## src/rtl/adder_arb_pkg.sv

```systemverilog
// Shared types and constants for the two-requester adder arbiter.
package adder_arb_pkg;

    typedef enum logic [1:0] {
        ST_IDLE = 2'd0,
        ST_EXEC = 2'd1,
        ST_DONE = 2'd2
    } state_t;

    localparam logic OP_ADD = 1'b0;
    localparam logic OP_SUB = 1'b1;

    // Two's-complement overflow from operand/sum sign bits; subtract flips b's sign test.
    function automatic logic signed_ovf(input logic sel, input logic a_msb,
                                        input logic b_msb, input logic s_msb);
        logic same_sign;
        same_sign = (sel == OP_SUB) ? (a_msb != b_msb) : (a_msb == b_msb);
        return same_sign && (s_msb != a_msb);
    endfunction

endpackage

```

## src/rtl/rr_arb2.sv

```systemverilog
// Two-way round-robin grant: on contention the requester not granted last time wins.
module rr_arb2
    import adder_arb_pkg::*;
(
    input  logic       req0,
    input  logic       req1,
    input  logic       last_grant,
    output logic [1:0] grant
);

    // One-hot grant selection
    always_comb begin
        grant = 2'b00;
        if (req0 && req1) begin
            grant = last_grant ? 2'b01 : 2'b10;
        end else if (req0) begin
            grant = 2'b01;
        end else if (req1) begin
            grant = 2'b10;
        end else begin
            grant = 2'b00;
        end
    end

endmodule

```

## src/rtl/adder_arbiter.sv

```systemverilog
// Shares one external adder/subtractor between two requesters (IDLE -> EXEC -> DONE).
// Optional signed-overflow output enabled by macro ADDER_ARB_OVERFLOW_EN.
module adder_arbiter
    import adder_arb_pkg::*;
#(
    parameter int WIDTH = 8
) (
    input  logic             clk,
    input  logic             reset,
    input  logic             req0,
    input  logic             sel0,
    input  logic [WIDTH-1:0] a0,
    input  logic [WIDTH-1:0] b0,
    input  logic             req1,
    input  logic             sel1,
    input  logic [WIDTH-1:0] a1,
    input  logic [WIDTH-1:0] b1,
    output logic             gnt0,
    output logic             gnt1,
    output logic             done0,
    output logic             done1,
    output logic [WIDTH-1:0] result,
    output logic             c_out,
    output logic             busy,
`ifdef ADDER_ARB_OVERFLOW_EN
    output logic             ovf,
`endif
    output logic [WIDTH-1:0] add_a,
    output logic [WIDTH-1:0] add_b,
    output logic             add_sel,
    input  logic [WIDTH-1:0] add_sum,
    input  logic             add_cout
);

    state_t           state_q;
    logic             gnt0_q, gnt1_q, done0_q, done1_q, busy_q, c_out_q;
    logic             add_sel_q, last_grant_q;
    logic [WIDTH-1:0] result_q, add_a_q, add_b_q;
    logic [1:0]       grant_s;
`ifdef ADDER_ARB_OVERFLOW_EN
    logic             ovf_q;
`endif

    rr_arb2 u_rr_arb2 (
        .req0       (req0),
        .req1       (req1),
        .last_grant (last_grant_q),
        .grant      (grant_s)
    );

    // Sequencer FSM with operand latch and result capture
    always_ff @(posedge clk) begin
        if (reset) begin
            state_q      <= ST_IDLE;
            gnt0_q       <= 1'b0;
            gnt1_q       <= 1'b0;
            done0_q      <= 1'b0;
            done1_q      <= 1'b0;
            busy_q       <= 1'b0;
            result_q     <= {WIDTH{1'b0}};
            c_out_q      <= 1'b0;
            add_a_q      <= {WIDTH{1'b0}};
            add_b_q      <= {WIDTH{1'b0}};
            add_sel_q    <= OP_ADD;
            last_grant_q <= 1'b1;
`ifdef ADDER_ARB_OVERFLOW_EN
            ovf_q        <= 1'b0;
`endif
        end else begin
            case (state_q)
                ST_IDLE: begin
                    if (grant_s == 2'b01) begin
                        add_a_q      <= a0;
                        add_b_q      <= b0;
                        add_sel_q    <= sel0;
                        gnt0_q       <= 1'b1;
                        last_grant_q <= 1'b0;
                        busy_q       <= 1'b1;
                        state_q      <= ST_EXEC;
                    end else if (grant_s == 2'b10) begin
                        add_a_q      <= a1;
                        add_b_q      <= b1;
                        add_sel_q    <= sel1;
                        gnt1_q       <= 1'b1;
                        last_grant_q <= 1'b1;
                        busy_q       <= 1'b1;
                        state_q      <= ST_EXEC;
                    end else begin
                        state_q <= ST_IDLE;
                    end
                end
                ST_EXEC: begin
                    result_q <= add_sum;
                    c_out_q  <= add_cout;
`ifdef ADDER_ARB_OVERFLOW_EN
                    ovf_q    <= signed_ovf(add_sel_q, add_a_q[WIDTH-1],
                                           add_b_q[WIDTH-1], add_sum[WIDTH-1]);
`endif
                    done0_q  <= gnt0_q;
                    done1_q  <= gnt1_q;
                    state_q  <= ST_DONE;
                end
                ST_DONE: begin
                    gnt0_q  <= 1'b0;
                    gnt1_q  <= 1'b0;
                    done0_q <= 1'b0;
                    done1_q <= 1'b0;
                    busy_q  <= 1'b0;
                    state_q <= ST_IDLE;
                end
                default: begin
                    gnt0_q  <= 1'b0;
                    gnt1_q  <= 1'b0;
                    done0_q <= 1'b0;
                    done1_q <= 1'b0;
                    busy_q  <= 1'b0;
                    state_q <= ST_IDLE;
                end
            endcase
        end
    end

    assign gnt0    = gnt0_q;
    assign gnt1    = gnt1_q;
    assign done0   = done0_q;
    assign done1   = done1_q;
    assign busy    = busy_q;
    assign result  = result_q;
    assign c_out   = c_out_q;
    assign add_a   = add_a_q;
    assign add_b   = add_b_q;
    assign add_sel = add_sel_q;
`ifdef ADDER_ARB_OVERFLOW_EN
    assign ovf     = ovf_q;
`endif

endmodule

```

## config.mk

```make
export PLATFORM = sky130hd
export DESIGN_NAME = adder_arbiter
export DESIGN_NICKNAME = d
export VERILOG_FILES = /design/src/rtl/adder_arb_pkg.sv /design/src/rtl/rr_arb2.sv /design/src/rtl/adder_arbiter.sv
export SDC_FILE = /design/constraint.sdc
export NUM_CORES = 1
export LEC_CHECK = 0
export ABC_CLOCK_PERIOD_IN_PS = 1600
export CAP_MARGIN = 0
export CORE_MARGIN = 2
export CORE_UTILIZATION = 35
export DETAILED_ROUTE_END_ITERATION = 12
export MAX_ROUTING_LAYER = met4
export PLACE_DENSITY = 0.76
export SLEW_MARGIN = 20
export SYNTH_ARGS = -nofsm -noshare
export SYNTH_HDL_FRONTEND = slang
export SYNTH_SLANG_ARGS = --single-unit
```

## constraint.sdc

```tcl
create_clock -name clk -period 1.6 [get_ports clk]
set_input_delay 0.32 -clock clk [delete_from_list [all_inputs] [get_ports clk]]
set_output_delay 0.32 -clock clk [all_outputs]
set_load 0.03 [all_outputs]
```

==> results.txt, run 1 <==
RSZ-0062 raised after global routing = yes
DRC Markers = 0
clock skew = 0.00360 ns
M2 GR Usage = 29.6%
Final nets = 290
relative slew slack = 74.6%
DRT iter0 DRCs = 40
Adder-Cell Fraction of Synth Area = 1.71%
critical path data required time = 1.77 ns
Switching Fraction = 32.0%
number of max-cap violations = 0
Max Slew Vio Count = 0
Mapped Cells = 153
Seq/Total Area, Yosys = 46.6%
HPWL Detailed = 2510 um
Tot GR Track Use = 17.2%
vias per cell = 4.74
DR vias = 1383
critical path startpoint category = flip-flop
dominant cells by area after synthesis = dfxtp_1 (47%), mux2i_1 (13%), a211oi_2 (9.4%)
post-synthesis mux area share = 13.0%
GRT Max-Usage Layer = met2
largest family of logic cells by synthesized area = compound AO/OA/AOI/OAI gates
syn_area_per_cell = 9.55 sq um
WP data arrival = 1.78 ns
io pins = 78
initial core utilization = 36.5%
failing checks = setup timing
Seq cells post-synth = 34
setup violators final = 3
switching power total = 0.820 mW
port buffer count = 77
H-tree depth = 2
Num CTS Buffers = 5
f_max = 621 MHz
dpl ws = -0.481 ns
Int Pwr = 1.74 mW
largest net degree at the start of global routing = 36
DRT Pass-1 Iters = 4
Comb pwr share = 36.2%
Root Buffer Master = clkbuf_8
worst vdd ir = 599 uV
P_leak = 1.12 nW
remaining global-route overflow = 0
Fin. Hold Viols = 0
Compound-Gate Fraction of Synth Area = 17.6%
Final WS setup = -0.0107 ns
run status = finished, violations left
die height = 68.6 um
fin area = 0.00250 sq mm
total power = 2.56 mW
DR WL/cell = 12.7 um
placed inst area = 0.00234 sq mm
via count of the first global-routing pass = 1342
Area Growth Syn to Fin = 71.2%
share of post-route cells with drive strength above 1 = 18.2%
# rows = 23
Synth Flop Type = dfxtp_1
crit path kind = flip-flop to flip-flop
Fillers = 346
Post-Syn Nets = 202
CTS Sinks = 34
die area = 0.00471 sq mm
Final Cycle Share = 101%
final std cells w/o fill = 292
Reg power frac = 39.2%
number of inserted diodes = 0
FFs w/ async S/R, synth = 0%
first-pass GRT wire length = 5820 um
top post-synthesis cells by count = dfxtp_1 (34), nor2_1 (21), mux2i_1 (19)
Synth cell types = 21
Final Wtd Congestion = 0.683
Max Root-Sink Buffers = 2
worst-path maximum fanout = 7
Detail Route Antenna Nets = 0
most frequent cell after synthesis = dfxtp_1
Critical Path End Type = flip-flop
initial antenna violation count = 0
Post-Route WL = 3700 um
Hold Path Class = flip-flop to flip-flop
power per standard cell area = 1020 mW/mm^2
Yosys top cell area share = 46.6%
Slew @ Worst Pin = 0.381 ns
hold slack = 0.450 ns
EDFF count, synth = 0
minimum clock period = 1.61 ns
Die X-Extent = 68.6 um
met3 Resource Use GR = 5.68%
placed cell count = 279
xor and xnor fraction of the mapped netlist area = 0%
Post-Synthesis Cell Area = 0.00146 sq mm
Worst-Skew Late Latency = 0.28 ns
clk slew on worst S/H paths = 0.07 ns
post-synthesis simple-gate area fraction = 14.5%
CORE AREA = 0.00400 sq mm
met1 usage = 18.2%
post-synth top area cell = dfxtp_1
CTS tree = yes
Clk pwr share = 24.6%
Yosys warnings = 0
==> worst max-delay path, cell delays in order, from the launching register on <==
cell and delay [ns]:
dfxtp_2 0.34, o21a_1 0.21, ha_4 0.26, nor3_4 0.25, buf_6 0.17, buf_16 0.12, buf_4 0.10, a211oi_2 0.04
==> cell type report <==
class	instances	area (sq um)	share of cell area, %
clock inverter	1	5.00	0.200
timing repair buffer	94	936	37.4
clock buffer	7	86.3	3.45
tap	50	62.6	2.50
multi-input combinational	101	712	28.5
inverter	5	18.8	0.750
sequential	34	682	27.2
==> registers in the layout, indices dropped and copies added, names as in the netlist <==
register	cells
add_a	8
add_b	8
add_sel	1
busy	1
c_out	1
done0	1
done1	1
gnt0	1
gnt1	1
last_grant_q	1
result	8
state_q	2
==> cell families after synthesis <==
family          count (synthesis)
compound gates                 31
mux                            19
fa+ha+maj                       2
simple gates                   49
flops                          34
buf+inv                        18
==> per-layer routing <==
layer	share of wire (%)	routed length, um
met3	9.3	343
met1	41	1500
met4	1.3	48
met2	49	1800
met5	0	0
==> what timing repair did <==
| item | 4_1_cts | 5_1_grt |
|---|---|---|
| resized for setup | 37 | 9 |
| setup endpoints to repair | 46 | 21 |
| hold buffers | 0 | 0 |
| pin swaps | 5 | 5 |
| buffers inserted | 3 | 1 |
| gates cloned | 2 | 0 |
==> cell usage in the layout, fill, tap and decap left out, drive strengths merged <==
| cell type | synthesis | routed |
|---|---|---|
| clkdlybuf4s50 | 0 | 44 |
| dfxtp | 34 | 34 |
| dlygate4sd2 | 0 | 30 |
| nor2 | 21 | 21 |
| mux2i | 19 | 19 |
| nand2 | 18 | 18 |
| a211oi | 17 | 17 |
| buf | 8 | 17 |
| a21oi | 12 | 12 |
| clkbuf | 5 | 7 |
| nor3 | 7 | 7 |
| inv | 5 | 5 |
| dlymetal6s2s | 0 | 3 |
| ha | 2 | 2 |
| o21a | 1 | 1 |
| nor2b | 1 | 1 |
| nand2b | 1 | 1 |
| a31oi | 1 | 1 |
| nor4 | 1 | 1 |
| clkinv | 0 | 1 |
==> per-stage QoR <==
stage,TNS [ns],util [%]
CTS,0,62.4
global route,-1.13,62.6
global placement,-7.73,58.6
floorplan,0,-
finish,-0.0248,62.6
detailed placement,-9.01,58.6
==> power by group through the flow <==
stage                     combinational (mW)  clock, mW  sequential, mW
final                                  0.928      0.630            1.00
after CTS                              0.948      0.647            1.00
after global routing                   0.998      0.687            1.01
after floorplan                        0.337          0            1.19
after detailed placement               0.903          0            1.02
after global placement                 0.890          0            1.02
==> final timing paths <==
check | startpoint | endpoint | slack, ns | cells past startpoint
max reg2reg | last_grant_q$_SDFFE_PP1P_ | add_b[5]$_SDFFE_PP0P_ | -0.01 | 7
max | last_grant_q$_SDFFE_PP1P_ | add_b[5]$_SDFFE_PP0P_ | -0.01 | 7
min reg2reg | result[3]$_SDFFE_PP0N_ | result[3]$_SDFFE_PP0N_ | 0.45 | 2
min | result[3]$_SDFFE_PP0N_ | result[3]$_SDFFE_PP0N_ | 0.45 | 2
Power figures use the tool's default switching activity.
==> run 2, diff against run 1 <==
GPL_TIMING_DRIVEN = 0   (was not set)
==> run 2 against run 1 <==
  * The flow now finishes without violations
  * Critical endpoint is now add_b[7]$_SDFFE_PP0P_
  * Critical path type unchanged
  * Global-route usage increased by 0.78 points
  * Hold slack got worse by 0.025 ns
  * Routed wire length decreased by 0.19%
  * Sequential power about the same
  * Clock-buffer cell count unchanged
  * Largest cell class unchanged
  * Flip-flop and latch count unchanged
  * Clock skew increased by 0.00058 ns
==> results.txt, run 2 (synthesized netlist as in run 1, its figures left out) <==
die area = 0.00471 sq mm (unchanged)
Max Slew Vio Count = 0 (unchanged)
critical path data required time = 1.80 ns (was 1.77 ns)
number of max-cap violations = 0 (unchanged)
relative slew slack = 56.9% (was 74.6%)
Max Root-Sink Buffers = 2 (unchanged)
Final Cycle Share = 96.9% (was 101%)
DRT iter0 DRCs = 23 (was 40)
Area Growth Syn to Fin = 68.5% (was 71.2%)
CTS Sinks = 34 (unchanged)
Final WS setup = 0.0490 ns (was -0.0107 ns)
Fin. Hold Viols = 0 (unchanged)
Root Buffer Master = clkbuf_8 (unchanged)
critical path, cell by cell = o21a_4 -> ha_4 -> nor3_4 -> buf_6 -> buf_6 -> nor2_1 -> a211oi_1 (was o21a_1 -> ha_4 -> nor3_4 -> buf_6 -> buf_16 -> buf_4 -> a211oi_2)
power per standard cell area = 1020 mW/mm^2 (about the same)
Tot GR Track Use = 18.0% (was 17.2%)
Slew @ Worst Pin = 0.646 ns (was 0.381 ns)
worst vdd ir = 575 uV (was 599 uV)
initial core utilization = 36.5% (unchanged)
dpl ws = -0.704 ns (was -0.481 ns)
first-pass GRT wire length = 6020 um (was 5820 um)
f_max = 645 MHz (was 621 MHz)
Final Wtd Congestion = 0.688 (was 0.683)
crit path kind = flip-flop to flip-flop (unchanged)
fin area = 0.00246 sq mm (was 0.00250 sq mm)
remaining global-route overflow = 0 (unchanged)
CP bufs+invs = 2 (was 3)
HPWL Detailed = 2690 um (was 2510 um)
WP data arrival = 1.75 ns (was 1.78 ns)
run status = finished, final reports clean (was finished, violations left)
most frequent cells in the layout = clkdlybuf4s50_1 (43), dfxtp_1 (33), dlygate4sd2_1 (33) (was clkdlybuf4s50_1 (44), dfxtp_1 (33), dlygate4sd2_1 (30))
RSZ-0062 raised after global routing = yes (unchanged)
minimum clock period = 1.55 ns (was 1.61 ns)
P_leak = 1.06 nW (was 1.12 nW)
commonest non-fill, non-tap cell in the layout = clkdlybuf4s50_1 (unchanged)
die height = 68.6 um (unchanged)
DR WL/cell = 12.6 um (was 12.7 um)
Worst path top cell family by delay = compound AO/OA/AOI/OAI gates (was buffers and inverters)
setup violators final = 0 (was 3)
largest net degree at the start of global routing = 11 (was 36)
Detail Route Antenna Nets = 0 (unchanged)
CP peak stage delay = 0.36 ns (was 0.34 ns)
clk slew on worst S/H paths = 0.07 ns (about the same)
worst-path maximum fanout = 6 (was 7)
DRC Markers = 0 (unchanged)
io pins = 78 (unchanged)
CTS tree = yes (unchanged)
H-tree depth = 2 (unchanged)
DR vias = 1382 (was 1383)
critical path startpoint category = flip-flop (unchanged)
Post-Route WL = 3690 um (was 3700 um)
Hold Path Class = input pin to flip-flop (was flip-flop to flip-flop)
placed cell count = 279 (unchanged)
Worst-Skew Late Latency = 0.28 ns (about the same)
Num CTS Buffers = 5 (unchanged)
hold slack = 0.425 ns (was 0.450 ns)
initial antenna violation count = 0 (unchanged)
post-layout util = 61.6% (was 62.6%)
# rows = 23 (unchanged)
Critical Path End Type = flip-flop (unchanged)
placed inst area = 0.00230 sq mm (was 0.00234 sq mm)
DRT Pass-1 Iters = 2 (was 4)
Slowest-stage cell, CP = dfxtp_4 (was dfxtp_2)
CORE AREA = 0.00400 sq mm (unchanged)
port buffer count = 76 (was 77)
Die X-Extent = 68.6 um (unchanged)
vias per cell = 4.70 (was 4.74)
via count of the first global-routing pass = 1328 (was 1342)
share of post-route cells with drive strength above 1 = 18.4% (was 18.2%)
final std cells w/o fill = 294 (was 292)
Final nets = 292 (was 290)
cell repeated most along the worst path = buf_6
clock skew = 0.00417 ns (was 0.00360 ns)
number of inserted diodes = 0 (unchanged)
-- run 2: layer usage --
metal	track usage, %	vias up	part of all wire (%)
li1	-	704	-
met3	6.17	5	8.7
met2	28.8	49	48
met1	21.0	624	42
met5	-	-	0
met4	6.00	0	1.4
-- run 2: what timing repair did --
| action | CTS | global route |
|---|---|---|
| gates cloned | 2 | 0 |
| setup buffers | 4 | 1 |
| setup endpoints to repair | 51 | 18 |
| gates resized for setup | 42 | 10 |
| pin swaps | 7 | 12 |
| hold buffers | 0 | 0 |
-- run 2: area by class of cell --
| type | instances | area, sq um |
|---|---|---|
| multi-input combinational | 101 | 739 |
| inverter | 5 | 18.8 |
| tap | 50 | 62.6 |
| timing repair buffer | 83 | 783 |
| buffer | 13 | 82.6 |
| clock buffer | 7 | 86.3 |
| clock inverter | 1 | 5.00 |
| fill | 367 | 1540 |
| sequential | 34 | 684 |
-- run 2: worst register-to-register path, delay by kind of cell (launching register included) --
family	cells	cell delay, ns
AOI/OAI and AO/OA	2	0.39
adders and majority gates	1	0.24
buffers and inverters	2	0.28
DFF	1	0.36
and+or+nand+nor	2	0.20
-- run 2: stage by stage --
step           setup TNS [ns]  power (mW)
2_1_floorplan               0        1.53
3_3_place_gp           -11.00        1.87
3_5_place_dp           -12.84        1.89
4_1_cts                     0        2.52
5_1_grt               -0.0806        2.66
6_report                    0        2.52
-- run 2: path summary, 6_finish.rpt --
| path | from | to | slack [ns] | cells past startpoint |
|---|---|---|---|---|
| hold / removal | reset | last_grant_q$_SDFFE_PP1P_ | 0.42 | 3 |
| hold reg to reg | result[3]$_SDFFE_PP0N_ | result[3]$_SDFFE_PP0N_ | 0.45 | 2 |
| setup / recovery | last_grant_q$_SDFFE_PP1P_ | add_b[7]$_SDFFE_PP0P_ | 0.05 | 7 |
| setup reg to reg | last_grant_q$_SDFFE_PP1P_ | add_b[7]$_SDFFE_PP0P_ | 0.05 | 7 |
-- run 2: power by group --
group / internal (mW) / switching, mW
registers: 0.946 / 0.0472
clock network: 0.347 / 0.300
logic: 0.393 / 0.489
